[config.mk]
export PLATFORM = sky130hd
export DESIGN_NAME = rf
export DESIGN_NICKNAME = d
export VERILOG_FILES = /design/src/rtl/rf_pkg.sv /design/src/rtl/rf_reg.sv /design/src/rtl/rf.sv
export SDC_FILE = /design/constraint.sdc
export NUM_CORES = 1
export LEC_CHECK = 0
export BUFFER_PORTS_ARGS = -buffer_cell sky130_fd_sc_hd__buf_2
export CORE_AREA = 2 2 69 71
export CTS_CLUSTER_DIAMETER = 200
export CTS_CLUSTER_SIZE = 10
export DETAILED_ROUTE_END_ITERATION = 10
export DIE_AREA = 0 0 71 73
export PLACE_DENSITY = 0.78
export SYNTH_ARGS = -nofsm -noshare
export SYNTH_HDL_FRONTEND = slang
export SYNTH_SLANG_ARGS = --single-unit
export TNS_END_PERCENT = 1
[constraint.sdc]
create_clock -name clk -period 1.2 [get_ports clk]
set_clock_uncertainty 0.1 [all_clocks]
set_input_delay 0.18 -clock clk [delete_from_list [all_inputs] [get_ports clk]]
set_output_delay 0.18 -clock clk [all_outputs]
set_load 0.1 [all_outputs]
[src/rtl/rf_pkg.sv]
// Shared definitions for the rf register file: default width, register index
// enumeration and reset fill value.
package rf_pkg;

  localparam int unsigned RF_WIDTH = 8;
  localparam int unsigned RF_NREGS = 5;

  typedef enum logic [2:0] {
    REG_A = 3'd0,
    REG_B = 3'd1,
    REG_C = 3'd2,
    REG_D = 3'd3,
    REG_F = 3'd4
  } reg_idx_e;

  localparam logic RF_RST_BIT = 1'b0;

endpackage

[src/rtl/rf_reg.sv]
// Single WIDTH-bit register with load enable and asynchronous active-low clear.
module rf_reg
  import rf_pkg::*;
#(
  parameter int unsigned WIDTH = RF_WIDTH
) (
  input  logic             clk,
  input  logic             rst,
  input  logic             ld,
  input  logic [WIDTH-1:0] d,
  output logic [WIDTH-1:0] q
);

  logic [WIDTH-1:0] q_q;
  logic [WIDTH-1:0] q_d;

  always_comb begin
    q_d = q_q;
    if (ld) q_d = d;
  end

  always_ff @(posedge clk or negedge rst) begin
    if (!rst) q_q <= {WIDTH{RF_RST_BIT}};
    else      q_q <= q_d;
  end

  assign q = q_q;

endmodule

[src/rtl/rf.sv]
// Five-register file (A, B, C, D, F) with a priority-muxed shared read bus.
// Optional RF_CONFLICT_DET_EN adds a 'conflict' output for multiple read enables.
module rf
  import rf_pkg::*;
#(
  parameter int unsigned WIDTH = RF_WIDTH
) (
  input  logic             clk,
  input  logic             rst,
  input  logic [WIDTH-1:0] d,
  input  logic             ai,
  input  logic             bi,
  input  logic             ci,
  input  logic             di,
  input  logic             fi,
  input  logic             ao,
  input  logic             bo,
  input  logic             co,
  // 'do' is a reserved word in SystemVerilog, so the D output enable is do_
  input  logic             do_,
  input  logic             fo,
  output logic [WIDTH-1:0] p,
  output logic [WIDTH-1:0] fq,
  output logic [WIDTH-1:0] fod
`ifdef RF_CONFLICT_DET_EN
  ,
  output logic             conflict
`endif
);

  logic [RF_NREGS-1:0] ld;
  logic [RF_NREGS-1:0] oe;
  logic [WIDTH-1:0]    regs [RF_NREGS];
  reg_idx_e            sel;
  logic                hit;

  // Bit positions follow reg_idx_e, so bit 0 is A and the highest priority
  assign ld = {fi, di, ci, bi, ai};
  assign oe = {fo, do_, co, bo, ao};

  for (genvar i = 0; i < RF_NREGS; i++) begin : g_reg
    rf_reg #(
      .WIDTH (WIDTH)
    ) u_reg (
      .clk (clk),
      .rst (rst),
      .ld  (ld[i]),
      .d   (d),
      .q   (regs[i])
    );
  end

  always_comb begin
    sel = REG_A;
    hit = 1'b0;
    for (int unsigned i = 0; i < RF_NREGS; i++) begin
      if (!hit && oe[i]) begin
        hit = 1'b1;
        sel = reg_idx_e'(i[2:0]);
      end
    end
    p = hit ? regs[sel] : '0;
  end

  assign fq  = regs[REG_F];
  assign fod = fo ? regs[REG_F] : '0;

`ifdef RF_CONFLICT_DET_EN
  assign conflict = ($countones(oe) > 1);
`endif

endmodule

==> out/results.ini, run 1 <==
[status]
status=finished with violations
violations=setup timing

[place]
gp_congestion=0.834
dp_hpwl_um=3340
portBuffers=43

[route]
num_vias=1444
dr.pass1.iters=4
via_per_inst=5.43
routed_wl_um=4720
drtIter0Drc=93
route.detailed.drc=0
antenna_left=0
wl_per_cell_um=17.7

[sta]
final_hold_viol_count=0
timing.slew.headroom_pct=82.5
period_minus_slack_ns=1.68
whs_ns=0.0690
setup_tns_ns=-4.58
finalSetupViolations=18
worst_slew_pin_slew_ns=0.262
max_freq_mhz=597
slew_viol_final=0
timing.final.ws_setup_ns=-0.476
rsz0062_at_grt=yes
min_period_over_period_pct=140

[floorplan]
fp.dieW_um=71
start_util_pct=42.2
die_h_um=73
boundaryPins=44
core_area_sq_um=4540
die_area_sq_um=5180
num_rows=25

[worst_hold_path]
min_from=d[7]
hold_depth=2
hold_end=g_reg[3].u_reg.q[7]$_DFFE_PN0P_
hold_class=input port to register

[power_and_ir_drop]
p_leak_nw=1.27
swShare_pct=34.2
p_seq_share_pct=36.6
finalPower_mw=4.32
pwr-share-comb_pct=35.6
p_int_mw=2.85
pwr_density_cell_nw_per_um2=1510
p_sw_mw=1.48
pwr-share-clk_pct=27.8
ir_drop_uv=705

[clocking]
clock_sinks=40
clock_latency_ns=0.30
cts_buffers=5
cts_tree=built
h-tree-depth=2
cts_max_path_buffers=2
root_buffer=clkbuf_8
clk_pin_slew_ns=0.08

[critical_path]
crit_start=g_reg[2].u_reg.q[4]$_DFFE_PN0P_
regToRegSetupSlack_ns=0.13
r2r_start=g_reg[4].u_reg.q[4]$_DFFE_PN0P_
critPathKind=register to output port
critPathRequiredTime_ns=0.92
arrival_ns=1.40
ff2ff_path_depth=2
path_max_fanout=2
startpoint_type=register
rr_endpoint=g_reg[4].u_reg.q[4]$_DFFE_PN0P_
end_kind=output port

[synthesis]
yosysWarnings=0
synth_cell_types=24
yosysSeqAreaShare_pct=52.3
synthesis.nets=172
syn_avg_cell_area_sq_um=12.6
ys_seq_elements=40
syn_inst=152
netlist_area_sq_um=1910

[final_layout]
area_growth_pct=49.4
layout.nets=231
fill_cells=321
largest_register_ff_count=40
num_antenna_cells=0
layout-drive-gt1-share_pct=65.6

[grt]
first_global_vias=1533
grt_pass1_wl_um=7550
antenna_found_initial=0
grt_max_degree=41
grt.total_usage_pct=19.5
grt-ovfl-total=0

[job]
drv_cap=0

## layout make-up
cell class / count / area [sq um] / area share [%]
Sequential cell: 40 / 1010 / 35.4
Multi-Input combinational cell: 101 / 905 / 31.6
Timing Repair Buffer: 62 / 744 / 26.0
Clock buffer: 7 / 96.3 / 3.37
Tap cell: 54 / 67.6 / 2.36
Clock inverter: 1 / 30.0 / 1.05
Inverter: 1 / 3.75 / 0.131
## synth_stat cells
master / instances / area (sq um)
nor2_4: 1 / 11.3
buf_2: 2 / 10.0
and3_1: 1 / 6.26
inv_1: 1 / 3.75
and2b_4: 1 / 10.0
nand2_1: 15 / 56.3
nor3b_1: 1 / 7.51
nor3_2: 1 / 10.0
o31ai_1: 1 / 7.51
buf_4: 1 / 7.51
dfrtp_1: 40 / 1000
o21bai_1: 7 / 52.6
o221a_2: 1 / 11.3
a21oi_1: 1 / 5.00
nor2b_2: 1 / 8.76
nand2b_1: 7 / 43.8
nor2_1: 1 / 3.75
buf_6: 1 / 11.3
a32o_1: 7 / 70.1
clkbuf_1: 5 / 18.8
o211ai_1: 7 / 52.6
and2_1: 8 / 50.1
clkbuf_2: 1 / 5.00
mux2_2: 40 / 450
## per-stage QoR
stage	cell area, sq um	utilization [%]	cells	setup slack, ns
after CTS	2860	63.0	266	-0.471
final	2860	63.1	266	-0.476
after global placement	2690	59.4	257	-0.301
after detailed placement	2690	59.4	257	-0.312
after global routing	2860	63.1	266	-0.518
after floorplan	1960	-	152	-0.522
## cell usage in the layout (no fill, tap or decap), types with 3 or more instances in the layout
| cell type | netlist | layout |
|---|---|---|
| dfrtp_1 | 40 | 32 |
| buf_4 | 1 | 14 |
| nand2_1 | 15 | 15 |
| o211ai_1 | 7 | 7 |
| and2_4 | 0 | 8 |
| buf_6 | 1 | 3 |
| clkbuf_8 | 0 | 7 |
| dfrtp_2 | 0 | 7 |
| mux2_2 | 40 | 40 |
| a32o_2 | 0 | 7 |
| nand2b_1 | 7 | 7 |
| buf_12 | 0 | 25 |
| buf_2 | 2 | 19 |
| o21bai_1 | 7 | 7 |
## kinds of logic (layout without fill, tap and decap cells)
logic type | Yosys count | in the layout | share of synthesized area, %
mux | 40 | 40 | 23.5
flops | 40 | 40 | 52.3
simple gates | 37 | 37 | 10.8
compound gates | 24 | 24 | 10.4
buf+inv | 11 | 71 | 2.94
## worst max path at each step
stage | depth (start not counted) | end | slack, ns
floorplan | 2 | p[4] | -0.52
global placement | 6 | p[2] | -0.30
detailed placement | 5 | p[4] | -0.31
CTS | 4 | p[4] | -0.47
global route | 4 | p[4] | -0.52
finish | 4 | p[4] | -0.48
## per-layer routing
layer  share of wire, %  track usage, %  vias to the layer above
li1                   -               -                      657
met1                 42            23.8                      733
met2                 51            31.8                       43
met3                4.4            6.22                       11
met4                2.7            9.01                        0
met5                  0               0                        -
## what timing repair did
| item | CTS | global route |
|---|---|---|
| setup buffers | 0 | 0 |
| pin swaps | 16 | 0 |
| hold endpoints to repair | 40 | 0 |
| resized for setup | 11 | 1 |
| setup endpoints to repair | 21 | 24 |
| hold buffers | 1 | 0 |
## critical path, cell delays in order (launching register included)
cell and delay [ns]:
dfrtp_1 0.37, nor2b_2 0.05, o31ai_2 0.27, o221a_4 0.24
buf_12 0.17
## power by group through the flow
| stage | sequential (mW) | clock, mW | combinational, mW |
|---|---|---|---|
| 2_1_floorplan | 1.77 | 0 | 0.754 |
| 3_3_place_gp | 1.60 | 0 | 1.50 |
| 3_5_place_dp | 1.61 | 0 | 1.52 |
| 4_1_cts | 1.58 | 1.22 | 1.55 |
| 5_1_grt | 1.60 | 1.28 | 1.59 |
| 6_report | 1.58 | 1.20 | 1.54 |
(Power assumes the default switching activity.)
==> inputs of run 2 (changes only) <==
--- a/config.mk
+++ b/config.mk
@@ -12,6 +12,7 @@
 export DETAILED_ROUTE_END_ITERATION = 10
 export DIE_AREA = 0 0 71 73
 export PLACE_DENSITY = 0.78
+export REMOVE_ABC_BUFFERS = 1
 export SYNTH_ARGS = -nofsm -noshare
 export SYNTH_HDL_FRONTEND = slang
 export SYNTH_SLANG_ARGS = --single-unit
==> out/results.ini, run 2 (synthesis gave the netlist of run 1 again) <==
[clocking]
cts_tree=built  ; unchanged
cts_buffers=5  ; unchanged
root_buffer=clkbuf_8  ; unchanged
clock_sinks=40  ; unchanged
clock_latency_ns=0.28  ; was 0.30 ns
clk_pin_slew_ns=0.07  ; was 0.08 ns
h-tree-depth=2  ; unchanged
post_cts_buffers=0  ; unchanged
cts_max_path_buffers=2  ; unchanged

[grt]
antenna_found_initial=0  ; unchanged
grt_max_degree=41  ; unchanged
grt_pass1_wl_um=7460  ; was 7550 um
first_global_vias=1490  ; was 1533
grt-ovfl-total=0  ; unchanged
grt.total_usage_pct=19.3  ; was 19.5%

[critical_path]
cp_num_buf_inv=1  ; unchanged
cp_slowest_stage_delay_ns=0.34  ; was 0.37 ns
critPathSlowestCell=dfrtp_1  ; unchanged
crit_chain=nor3b_1 > o31ai_1 > o221a_2 > buf_12  ; was nor2b_2 > o31ai_2 > o221a_4 > buf_12
critPathKind=register to output port  ; unchanged
r2r_start=g_reg[4].u_reg.q[3]$_DFFE_PN0P_  ; was g_reg[4].u_reg.q[4]$_DFFE_PN0P_
critPathRequiredTime_ns=0.92  ; about the same
startpoint_type=register  ; unchanged
cp_top_family=compound AO/OA/AOI/OAI gates  ; unchanged
crit_start=g_reg[3].u_reg.q[4]$_DFFE_PN0P_  ; was g_reg[2].u_reg.q[4]$_DFFE_PN0P_
end_kind=output port  ; unchanged
arrival_ns=1.33  ; was 1.40 ns
path_max_fanout=2  ; unchanged

[sta]
rsz0062_at_grt=yes  ; unchanged
period_minus_slack_ns=1.61  ; was 1.68 ns
timing.slew.headroom_pct=83.5  ; was 82.5%
timing.final.ws_setup_ns=-0.407  ; was -0.476 ns
max_freq_mhz=622  ; was 597 MHz
final_hold_viol_count=0  ; unchanged
finalSetupViolations=21  ; was 18
worst_slew_pin_slew_ns=0.248  ; was 0.262 ns
min_period_over_period_pct=134  ; was 140%
slew_viol_final=0  ; unchanged

[final_layout]
num_antenna_cells=0  ; unchanged
layout.nets=234  ; was 231
largest_register_ff_count=40  ; unchanged
layout_common_cells=mux2_2, dfrtp_1, buf_12, buf_2, buf_4  ; was mux2_2, dfrtp_1, buf_12, buf_2, nand2_1
fin_util_pct=62.0  ; was 63.1%
multi_input_area_sq_um=885  ; was 905 sq um
area.sequential_sq_um=1000  ; was 1010 sq um
final_common_cell=mux2_2  ; unchanged
layout-drive-gt1-share_pct=62.3  ; was 65.6%
fill_cells=344  ; was 321
area_growth_pct=46.9  ; was 49.4%

[floorplan]
fp.dieW_um=71  ; unchanged
boundaryPins=44  ; unchanged
die_area_sq_um=5180  ; unchanged
num_rows=25  ; unchanged
die_h_um=73  ; unchanged
start_util_pct=42.2  ; unchanged
core_area_sq_um=4540  ; unchanged

[power_and_ir_drop]
pwr-share-clk_pct=22.5  ; was 27.8%
p_seq_share_pct=39.2  ; was 36.6%
pwr-share-comb_pct=38.3  ; was 35.6%
p_leak_nw=1.26  ; was 1.27 nW
p_sw_mw=1.45  ; was 1.48 mW
pwr_density_cell_nw_per_um2=1430  ; was 1510 nW/um^2
finalPower_mw=4.02  ; was 4.32 mW
swShare_pct=36.1  ; was 34.2%
p_int_mw=2.57  ; was 2.85 mW
ir_drop_uv=637  ; was 705 uV

[worst_hold_path]
min_from=d[7]  ; unchanged
hold_class=input port to register  ; unchanged

[status]
violations=setup timing  ; unchanged
status=finished with violations  ; unchanged

[place]
dp_hpwl_um=3500  ; was 3340 um
gp_congestion=0.780  ; was 0.834
post-place-ws_ns=-0.289  ; was -0.312 ns
portBuffers=43  ; unchanged

[route]
wl_per_cell_um=17.3  ; was 17.7 um
antenna_left=0  ; unchanged
drtIter0Drc=110  ; was 93
dr.pass1.iters=4  ; unchanged
num_vias=1437  ; was 1444
routed_wl_um=4660  ; was 4720 um
via_per_inst=5.34  ; was 5.43
route.detailed.drc=0  ; unchanged

[job]
drv_cap=0  ; unchanged

## run 2: cell count changes in the layout (fill, tap and decap cells not counted), moves of 2 or more
cell and delta:
buf_4 +5, buf_6 -2, clkinv_2 +2, dfrtp_1 +5, dfrtp_2 -4
## run 2: area by class of cell
cell class,count,share of cell area (%)
multi-input combinational,101,31.5
timing repair buffer,65,27.0
clock buffer,6,2.94
clock inverter,2,0.356
tap,54,2.40
sequential,40,35.7
inverter,1,0.133
## run 2: per-stage QoR
stage               instance area, sq um  TNS, ns  hold WS, ns  cells
CTS                                 2810    -4.63       0.0718    269
finish                              2810    -4.37       0.0799    269
floorplan                           1860   -16.34       -0.216    142
global placement                    2680    -1.89       0.0649    260
detailed placement                  2680    -2.17       0.0703    260
global route                        2810    -5.37       0.0788    269
## run 2: worst register-to-register path, delay by kind of cell, from the launching register on
kind | cells | cell delay, ns
DFF | 1 | 0.41
muxes | 1 | 0.25
buffers and inverters | 1 | 0.16
## run 2: final timing paths
path,slack [ns],cells past startpoint,to
max,-0.41,4,p[4]
min,0.08,2,g_reg[4].u_reg.q[7]$_DFFE_PN0P_
max reg2reg,0.17,2,g_reg[4].u_reg.q[3]$_DFFE_PN0P_
min reg2reg,0.40,1,g_reg[1].u_reg.q[1]$_DFFE_PN0P_
max in group asynchronous,0.50,3,g_reg[4].u_reg.q[1]$_DFFE_PN0P_
min in group asynchronous,0.28,3,g_reg[1].u_reg.q[6]$_DFFE_PN0P_
## run 2: power groups by stage
stage               clock (mW)  combinational (mW)  sequential [mW]
finish                   0.903                1.54             1.58
global route             0.975                1.59             1.59
CTS                      0.926                1.55             1.57
detailed placement           0                1.52             1.60
global placement             0                1.49             1.59
floorplan                    0               0.692             1.76
## run 2: what timing repair did
item                       in CTS  in global routing
cloned                          0                  0
hold buffers                    1                  0
gates resized for setup        15                  3
pin swaps                      15                  3
hold endpoints to repair       40                  0
setup endpoints to repair      24                 24
## run 2: routing by layer
| metal | GRT usage, % | vias up | routed length (um) |
|---|---|---|---|
| met5 | 0 | - | 0 |
| met2 | 34.2 | 50 | 2500 |
| met1 | 22.4 | 716 | 1820 |
| met4 | 7.55 | 0 | 74 |
| met3 | 4.83 | 8 | 264 |
| li1 | - | 663 | - |
